==> src/rtl/pd_ana_trans_arbiter.sv <==
// Round-robin arbiter sharing one PD analog power stage between NUM_PORTS policy engines,
// with a shared current budget check and a completion watchdog.
module pd_ana_trans_arbiter #(
   parameter int          NUM_PORTS         = 2,
   parameter int          PORT_IDX_W        = 1,
   parameter logic [9:0]  TOTAL_CURRENT_MAX = 10'd500,
   parameter logic [15:0] TIMEOUT_CYC       = 16'd48000
) (
   input  logic                    clk,
   input  logic                    rst_n,
   input  logic [NUM_PORTS-1:0]    port_attached,
   input  logic [NUM_PORTS-1:0]    pe_trans_en,
   input  logic [NUM_PORTS-1:0]    pe_trans_pdotype,
   input  logic [NUM_PORTS*10-1:0] pe_trans_voltage,
   input  logic [NUM_PORTS*10-1:0] pe_trans_current,
   output logic [NUM_PORTS-1:0]    pe_trans_finish,
   output logic [NUM_PORTS-1:0]    pe_trans_reject,
   output logic                    ana_trans_en,
   output logic                    ana_trans_pdotype,
   output logic [9:0]              ana_trans_voltage,
   output logic [9:0]              ana_trans_current,
   output logic [PORT_IDX_W-1:0]   ana_trans_port,
   input  logic                    ana_trans_finish,
   output logic                    ana_timeout,
   output logic [12:0]             alloc_total
);

   typedef enum logic [1:0] {
      ST_IDLE  = 2'd0,
      ST_CHECK = 2'd1,
      ST_WAIT  = 2'd2,
      ST_DONE  = 2'd3
   } state_t;

   state_t                  state_r,    state_s;
   logic [NUM_PORTS-1:0]    pending_r,  pending_s;
   logic [9:0]              alloc_cur_r [NUM_PORTS];
   logic [9:0]              alloc_cur_s [NUM_PORTS];
   logic [PORT_IDX_W-1:0]   rr_ptr_r,   rr_ptr_s;
   logic [15:0]             wdog_r,     wdog_s;
   logic [PORT_IDX_W-1:0]   port_r,     port_s;
   logic                    pdotype_r,  pdotype_s;
   logic [9:0]              voltage_r,  voltage_s;
   logic [9:0]              current_r,  current_s;
   logic                    en_r,       en_s;
   logic                    fin_flag_r, fin_flag_s;
   logic                    rej_flag_r, rej_flag_s;
   logic                    lost_r,     lost_s;
   logic [NUM_PORTS-1:0]    pe_fin_r,   pe_fin_s;
   logic [NUM_PORTS-1:0]    pe_rej_r,   pe_rej_s;
   logic                    timeout_r,  timeout_s;
   logic [12:0]             alloc_total_r;
   logic [12:0]             alloc_sum_s;
   logic [12:0]             need_s;
   logic [2*NUM_PORTS-1:0]  rot_s;
   logic                    grant_vld_s;
   logic [PORT_IDX_W-1:0]   grant_idx_s;
   int                      grant_off_s;
   int                      grant_sum_s;

   // Round-robin search: first pending port at or after rr_ptr, wrapping.
   always_comb begin
      rot_s       = {pending_r, pending_r} >> rr_ptr_r;
      grant_vld_s = 1'b0;
      grant_off_s = 0;
      for (int k = NUM_PORTS - 1; k >= 0; k--) begin
         if (rot_s[k]) begin
            grant_vld_s = 1'b1;
            grant_off_s = k;
         end else begin
            grant_vld_s = grant_vld_s;
            grant_off_s = grant_off_s;
         end
      end
      grant_sum_s = int'(rr_ptr_r) + grant_off_s;
      if (grant_sum_s >= NUM_PORTS) begin
         grant_sum_s = grant_sum_s - NUM_PORTS;
      end else begin
         grant_sum_s = grant_sum_s;
      end
      grant_idx_s = PORT_IDX_W'(grant_sum_s);
   end

   // Sum of per-port allocations, registered into alloc_total one cycle later.
   always_comb begin
      alloc_sum_s = 13'd0;
      for (int k = 0; k < NUM_PORTS; k++) begin
         alloc_sum_s = alloc_sum_s + {3'b000, alloc_cur_r[k]};
      end
   end

   // Budget need with the granted port's current allocation replaced by its new request.
   assign need_s = alloc_total_r - {3'b000, alloc_cur_r[port_r]} + {3'b000, current_r};

   // Next-state, request capture, allocation and pulse generation.
   always_comb begin
      state_s    = state_r;
      pending_s  = pending_r;
      alloc_cur_s = alloc_cur_r;
      rr_ptr_s   = rr_ptr_r;
      wdog_s     = wdog_r;
      port_s     = port_r;
      pdotype_s  = pdotype_r;
      voltage_s  = voltage_r;
      current_s  = current_r;
      en_s       = en_r;
      fin_flag_s = fin_flag_r;
      rej_flag_s = rej_flag_r;
      lost_s     = lost_r | ((state_r != ST_IDLE) && !port_attached[port_r]);
      pe_fin_s   = '0;
      pe_rej_s   = '0;
      timeout_s  = 1'b0;

      for (int i = 0; i < NUM_PORTS; i++) begin
         if (pe_trans_en[i] && port_attached[i] && !pending_r[i] &&
             !((state_r != ST_IDLE) && (port_r == PORT_IDX_W'(i)))) begin
            pending_s[i] = 1'b1;
         end else begin
            pending_s[i] = pending_s[i];
         end
      end

      case (state_r)
         ST_IDLE: begin
            if (grant_vld_s) begin
               pending_s[grant_idx_s] = 1'b0;
               port_s     = grant_idx_s;
               fin_flag_s = 1'b0;
               rej_flag_s = 1'b0;
               lost_s     = 1'b0;
               state_s    = ST_CHECK;
               for (int i = 0; i < NUM_PORTS; i++) begin
                  if (grant_idx_s == PORT_IDX_W'(i)) begin
                     pdotype_s = pe_trans_pdotype[i];
                     voltage_s = pe_trans_voltage[10*i +: 10];
                     current_s = pe_trans_current[10*i +: 10];
                  end else begin
                     pdotype_s = pdotype_s;
                     voltage_s = voltage_s;
                     current_s = current_s;
                  end
               end
            end else begin
               state_s = ST_IDLE;
            end
         end
         ST_CHECK: begin
            if (need_s > {3'b000, TOTAL_CURRENT_MAX}) begin
               rej_flag_s = 1'b1;
               state_s    = ST_DONE;
            end else begin
               en_s    = 1'b1;
               wdog_s  = 16'd0;
               state_s = ST_WAIT;
            end
         end
         ST_WAIT: begin
            if (ana_trans_finish) begin
               // A port that detached mid-transaction keeps a zero allocation.
               en_s       = 1'b0;
               fin_flag_s = 1'b1;
               state_s    = ST_DONE;
               if (!lost_r) begin
                  alloc_cur_s[port_r] = current_r;
               end else begin
                  alloc_cur_s[port_r] = alloc_cur_s[port_r];
               end
            end else if (wdog_r == (TIMEOUT_CYC - 16'd1)) begin
               en_s       = 1'b0;
               timeout_s  = 1'b1;
               rej_flag_s = 1'b1;
               state_s    = ST_DONE;
            end else begin
               wdog_s = wdog_r + 16'd1;
            end
         end
         ST_DONE: begin
            if (lost_s) begin
               pe_fin_s = '0;
            end else if (fin_flag_r) begin
               pe_fin_s[port_r] = 1'b1;
            end else if (rej_flag_r) begin
               pe_rej_s[port_r] = 1'b1;
            end else begin
               pe_fin_s = '0;
            end
            rr_ptr_s = (port_r == PORT_IDX_W'(NUM_PORTS - 1)) ? '0 : port_r + PORT_IDX_W'(1);
            state_s  = ST_IDLE;
         end
         default: begin
            en_s    = 1'b0;
            state_s = ST_IDLE;
         end
      endcase

      for (int i = 0; i < NUM_PORTS; i++) begin
         if (!port_attached[i]) begin
            pending_s[i]   = 1'b0;
            alloc_cur_s[i] = 10'd0;
         end else begin
            pending_s[i]   = pending_s[i];
            alloc_cur_s[i] = alloc_cur_s[i];
         end
      end
   end

   // State and output registers.
   always_ff @(posedge clk or negedge rst_n) begin
      if (!rst_n) begin
         state_r       <= ST_IDLE;
         pending_r     <= '0;
         for (int k = 0; k < NUM_PORTS; k++) begin
            alloc_cur_r[k] <= 10'd0;
         end
         rr_ptr_r      <= '0;
         wdog_r        <= 16'd0;
         port_r        <= '0;
         pdotype_r     <= 1'b0;
         voltage_r     <= 10'd0;
         current_r     <= 10'd0;
         en_r          <= 1'b0;
         fin_flag_r    <= 1'b0;
         rej_flag_r    <= 1'b0;
         lost_r        <= 1'b0;
         pe_fin_r      <= '0;
         pe_rej_r      <= '0;
         timeout_r     <= 1'b0;
         alloc_total_r <= 13'd0;
      end else begin
         state_r       <= state_s;
         pending_r     <= pending_s;
         alloc_cur_r   <= alloc_cur_s;
         rr_ptr_r      <= rr_ptr_s;
         wdog_r        <= wdog_s;
         port_r        <= port_s;
         pdotype_r     <= pdotype_s;
         voltage_r     <= voltage_s;
         current_r     <= current_s;
         en_r          <= en_s;
         fin_flag_r    <= fin_flag_s;
         rej_flag_r    <= rej_flag_s;
         lost_r        <= lost_s;
         pe_fin_r      <= pe_fin_s;
         pe_rej_r      <= pe_rej_s;
         timeout_r     <= timeout_s;
         alloc_total_r <= alloc_sum_s;
      end
   end

   assign pe_trans_finish   = pe_fin_r;
   assign pe_trans_reject   = pe_rej_r;
   assign ana_trans_en      = en_r;
   assign ana_trans_pdotype = pdotype_r;
   assign ana_trans_voltage = voltage_r;
   assign ana_trans_current = current_r;
   assign ana_trans_port    = port_r;
   assign ana_timeout       = timeout_r;
   assign alloc_total       = alloc_total_r;

endmodule

==> config.mk <==
export PLATFORM = sky130hd
export DESIGN_NAME = pd_ana_trans_arbiter
export DESIGN_NICKNAME = d
export VERILOG_FILES = /design/src/rtl/pd_ana_trans_arbiter.sv
export SDC_FILE = /design/constraint.sdc
export NUM_CORES = 1
export LEC_CHECK = 0
export CAP_MARGIN = 40
export CORE_ASPECT_RATIO = 0.6
export CORE_MARGIN = 5
export CORE_UTILIZATION = 54
export DETAILED_ROUTE_END_ITERATION = 6
export PLACE_DENSITY = 0.81
export SLEW_MARGIN = 15
export SYNTH_ARGS = -nofsm -noshare
export SYNTH_HDL_FRONTEND = slang
export SYNTH_SLANG_ARGS = --single-unit
==> constraint.sdc <==
create_clock -name clk -period 6.4 [get_ports clk]
set_input_delay 0.96 -clock clk [delete_from_list [all_inputs] [get_ports clk]]
set_output_delay 0.96 -clock clk [all_outputs]
set_load 0.05 [all_outputs]
==> flow_results.xml <==
<?xml version="1.0" encoding="UTF-8"?>
<metrics>
  <group name="cells_and_area">
    <metric name="syn_to_final_growth" unit="%">24.2</metric>
    <metric name="multiInputGateArea" unit="um^2">3180</metric>
    <metric name="antenna_cells_inserted" unit="">0</metric>
    <metric name="reg_area" unit="um^2">2080</metric>
    <metric name="drive_gt1_frac" unit="">0.0801</metric>
    <metric name="nets" unit="">759</metric>
    <metric name="n_fill_cell" unit="">754</metric>
  </group>
  <group name="placement">
    <metric name="detailedPlacementHpwl" unit="um">11200</metric>
    <metric name="gp_congestion" unit="">1.01</metric>
    <metric name="post_placement_setup_slack" unit="ns">1.30</metric>
    <metric name="buffer_ports.inserted" unit="">87</metric>
  </group>
  <group name="pwr">
    <metric name="p_leak" unit="nW">3.11</metric>
    <metric name="power.density_cell_area" unit="nW/um^2">455</metric>
    <metric name="power.share.combinational" unit="">0.581</metric>
    <metric name="p_clk_frac" unit="">0.167</metric>
    <metric name="p_sw_frac" unit="">0.496</metric>
    <metric name="maximum_vdd_ir_drop" unit="V">0.000321</metric>
    <metric name="pwr-share-seq" unit="">0.251</metric>
    <metric name="p_sw" unit="W">0.00153</metric>
    <metric name="power.internal" unit="W">0.00156</metric>
  </group>
  <group name="min_path">
    <metric name="hold_removal_path_class" unit="">register to register</metric>
    <metric name="timing.hold.worst.start" unit="">ana_trans_pdotype</metric>
  </group>
  <group name="synth">
    <metric name="synthesis.instances" unit="">585</metric>
    <metric name="syn_area" unit="um^2">5460</metric>
    <metric name="area_fraction_of_the_dominant_cell_type_after_synthesis" unit="">0.380</metric>
    <metric name="postSynthAreaPerCell" unit="um^2">9.33</metric>
    <metric name="synthMostInstantiatedCell" unit="">nand2_1</metric>
    <metric name="synth_edf_count" unit="">0</metric>
    <metric name="synth_top_cells_by_area" unit="">dfrtp_1, ha_1, nand2_1</metric>
    <metric name="ys_async_sr_fraction" unit="">1.00</metric>
    <metric name="synth_flop_cell" unit="">dfrtp_1</metric>
    <metric name="yosysWarningCount" unit="">0</metric>
    <metric name="synth_commonest_cells" unit="">nand2_1, dfrtp_1, o21ai_0, ha_1, mux2i_1</metric>
    <metric name="postSynthRegisterBits" unit="">83</metric>
    <metric name="yosys.area.top_type" unit="">dfrtp_1</metric>
    <metric name="synth.yosys.seq_area_share" unit="">0.380</metric>
    <metric name="synth_cell_type_count" unit="">68</metric>
  </group>
  <group name="worst_setup_path">
    <metric name="crit_buf_inv" unit="">1</metric>
    <metric name="timing.critical_path.slowest_stage_cell" unit="">dfrtp_1</metric>
    <metric name="cp-startpoint" unit="">ana_trans_port</metric>
    <metric name="crit_chain" unit="">buf_8 &gt; mux2i_1 &gt; ha_1 &gt; a21oi_1 &gt; o21a_1 &gt; a21boi_0 &gt; o21a_1 &gt; o21ai_0 &gt; nand2b_1 &gt; a21oi_1 &gt; xnor2_1 &gt; ha_1 &gt; a21oi_1 &gt; nand2_1 &gt; or2_1 &gt; mux2_4 &gt; o211ai_2 &gt; nand2_2 &gt; o41ai_1</metric>
    <metric name="arrival" unit="ns">5.19</metric>
    <metric name="timing_worst_setup_path_type" unit="">register to register</metric>
    <metric name="r2r-start" unit="">ana_trans_port</metric>
    <metric name="worst_setup_sp_type" unit="">register</metric>
    <metric name="critical_path.endpoint_type" unit="">register</metric>
    <metric name="critPathRequiredTime" unit="ns">6.63</metric>
    <metric name="cp_top_family" unit="">compound AO/OA/AOI/OAI gates</metric>
    <metric name="timing.critical_path.mode_cell" unit="">a21oi_1</metric>
    <metric name="critical_path.max_stage_delay" unit="ns">0.53</metric>
    <metric name="cp_max_fo" unit="">16</metric>
  </group>
  <group name="route">
    <metric name="dr.first_iter.drc_count" unit="">423</metric>
    <metric name="m1WireLength" unit="um">6280</metric>
    <metric name="first_pass_iters" unit="">5</metric>
    <metric name="routed_wl" unit="um">14700</metric>
    <metric name="route.met3.wl" unit="um">1760</metric>
    <metric name="topRoutingLayerUsed" unit="">met4</metric>
    <metric name="detailroute.wirelength.met2" unit="um">6590</metric>
    <metric name="dr_total_vias" unit="">4864</metric>
    <metric name="routed_wirelength_normalized_by_instance_count" unit="um">18.2</metric>
    <metric name="ant_nets" unit="">0</metric>
    <metric name="drc" unit="">0</metric>
    <metric name="avgViaCountPerCell" unit="">6.01</metric>
  </group>
  <group name="clock_tree">
    <metric name="clock_tree.root_cell" unit="">clkbuf_16</metric>
    <metric name="cts_setup_buffers" unit="">0</metric>
    <metric name="cts_max_level" unit="">3</metric>
    <metric name="clock_latency" unit="ns">0.35</metric>
    <metric name="cts_max_path_buffers" unit="">2</metric>
    <metric name="cts_sinks" unit="">83</metric>
    <metric name="clock_tree_from_tritoncts" unit="">built</metric>
    <metric name="clkSlewWorstSetupHoldPaths" unit="ns">0.07</metric>
    <metric name="holdBufCountCts" unit="">0</metric>
    <metric name="cts-resized-gates" unit="">0</metric>
    <metric name="cts_buffers" unit="">9</metric>
  </group>
  <group name="grt">
    <metric name="grt_pass1_wl" unit="um">24000</metric>
    <metric name="grt_use_total" unit="">0.245</metric>
    <metric name="grt_pass1_vias" unit="">4895</metric>
    <metric name="initial_antenna_violation_count" unit="">0</metric>
    <metric name="global_route.overflow_total" unit="">0</metric>
    <metric name="grt_start_max_net_pins" unit="">57</metric>
  </group>
  <group name="sta">
    <metric name="worst_path_setup_slack_after_routing" unit="ns">1.44</metric>
    <metric name="finalClockSkew" unit="ns">0.00911</metric>
    <metric name="fin_tns_setup" unit="ns">0</metric>
    <metric name="max_freq" unit="MHz">201</metric>
    <metric name="min_period_over_period" unit="">0.776</metric>
    <metric name="setup_violations" unit="">0</metric>
    <metric name="unrepaired_setup_endpoints_after_global_routing" unit="">no</metric>
    <metric name="report.final.slew_viol_count" unit="">0</metric>
    <metric name="timing.slew.headroom" unit="">0.465</metric>
    <metric name="worst-slew-pin-transition" unit="ns">0.802</metric>
    <metric name="final_hold_viol_count" unit="">0</metric>
    <metric name="finalCriticalPeriod" unit="ns">4.96</metric>
  </group>
  <group name="floorplanning">
    <metric name="die_h" unit="um">87.9</metric>
    <metric name="die_area" unit="um^2">12300</metric>
    <metric name="core_region_area" unit="um^2">9880</metric>
    <metric name="chip_width" unit="um">140</metric>
    <metric name="floorplan.initialDensity" unit="">0.553</metric>
    <metric name="ios" unit="">90</metric>
    <metric name="placement_row_count" unit="">28</metric>
  </group>
  <group name="run_status">
    <metric name="status" unit="">finished, final reports clean</metric>
  </group>
  <group name="run">
    <metric name="timing.max_cap.violations" unit="">0</metric>
  </group>
</metrics>
==> layout by cell type (no fill, tap or decap), drive strengths merged, types with 5 or more instances in the layout <==
| master | n |
|---|---|
| o41ai | 12 |
| clkdlybuf4s50 | 86 |
| buf | 9 |
| inv | 34 |
| o21ai | 50 |
| ha | 38 |
| nor3 | 6 |
| mux2 | 5 |
| nand2 | 98 |
| a21oi | 29 |
| or3 | 5 |
| xnor2 | 13 |
| a21o | 11 |
| xor2 | 8 |
| o311ai | 5 |
| dfrtp | 83 |
| nand2b | 5 |
| a41o | 7 |
| nand3 | 17 |
| clkbuf | 9 |
| a21boi | 23 |
| nor2 | 26 |
| mux2i | 32 |
==> power groups by stage <==
| stage | Combinational (W) | Clock, W | Sequential [W] |
|---|---|---|---|
| 3_3_place_gp | 0.00166 | 0 | 0.000789 |
| 6_report | 0.00179 | 0.000517 | 0.000775 |
| 4_1_cts | 0.00174 | 0.000523 | 0.000789 |
| 5_1_grt | 0.00193 | 0.000551 | 0.000790 |
| 2_1_floorplan | 0.00104 | 0 | 0.000999 |
| 3_5_place_dp | 0.00173 | 0 | 0.000796 |
==> path summary, 6_finish.rpt <==
check | endpoint | slack [ns] | cells past startpoint
worst max-delay path | wdog_r[15] | 1.44 | 19
min in group asynchronous | wdog_r[6] | 0.54 | 1
worst min-delay path | ana_trans_pdotype | 0.49 | 2
max in group asynchronous | ana_trans_current[2] | 5.26 | 2
worst min register to register | ana_trans_pdotype | 0.49 | 2
worst max register to register | wdog_r[15] | 1.44 | 19
==> cell type report <==
class                   count  area share
clock inverters             7     0.00959
inverters                  30      0.0166
repair buffers             95       0.141
multi-input cells         450       0.469
well taps                 135      0.0249
flip-flops and latches     83       0.306
clock buffers               9      0.0332
==> state kept, by name, summed over array words and instances (netlist names), 2 cells and up <==
signal             count
alloc_cur_r           20
wdog_r                16
alloc_total           11
ana_trans_current     10
ana_trans_voltage     10
pe_trans_finish        2
pe_trans_reject        2
pending_r              2
state_r                2
==> through the flow <==
step / hold slack [ns] / power [W] / instance area, um^2 / instances / utilization
after global placement: 0.461 / 0.00245 / 6420 / 787 / 0.650
after floorplan: 0.445 / 0.00204 / 5460 / 586 / -
final: 0.493 / 0.00309 / 6780 / 809 / 0.687
after detailed placement: 0.477 / 0.00253 / 6470 / 791 / 0.655
after CTS: 0.495 / 0.00305 / 6760 / 807 / 0.684
after global routing: 0.515 / 0.00327 / 6780 / 809 / 0.687
==> cells by family (layout without fill, tap and decap cells) <==
group                      after synthesis  in the layout  share of synthesized area
and+or+nand+nor                        179            179                      0.147
other                                    1              2                   0.000687
DFF                                     83             83                      0.380
muxes                                   37             37                     0.0697
adders and majority gates               41             41                     0.0981
AOI/OAI and AO/OA                      170            170                      0.231
xor gates and xnor gates                21             21                     0.0337
buffers and inverters                   53            141                     0.0394
==> routing by layer <==
layer,up-vias,global-route usage
met4,0,0.0431
met5,-,0
met2,258,0.394
met1,2327,0.326
met3,5,0.0911
li1,2274,-
==> worst register-to-register path: stages (launching register included) <==
cell and delay [ns]:
dfrtp_1 0.53, buf_8 0.22, mux2i_1 0.43, ha_1 0.34, a21oi_1 0.18, o21a_1 0.16, a21boi_0 0.13, o21a_1 0.23
o21ai_0 0.15, nand2b_1 0.07, a21oi_1 0.17, xnor2_1 0.17, ha_1 0.30, a21oi_1 0.15, nand2_1 0.08, or2_1 0.25
mux2_4 0.30, o211ai_2 0.29, nand2_2 0.30, o41ai_1 0.41
Power figures use the tool's default switching activity.
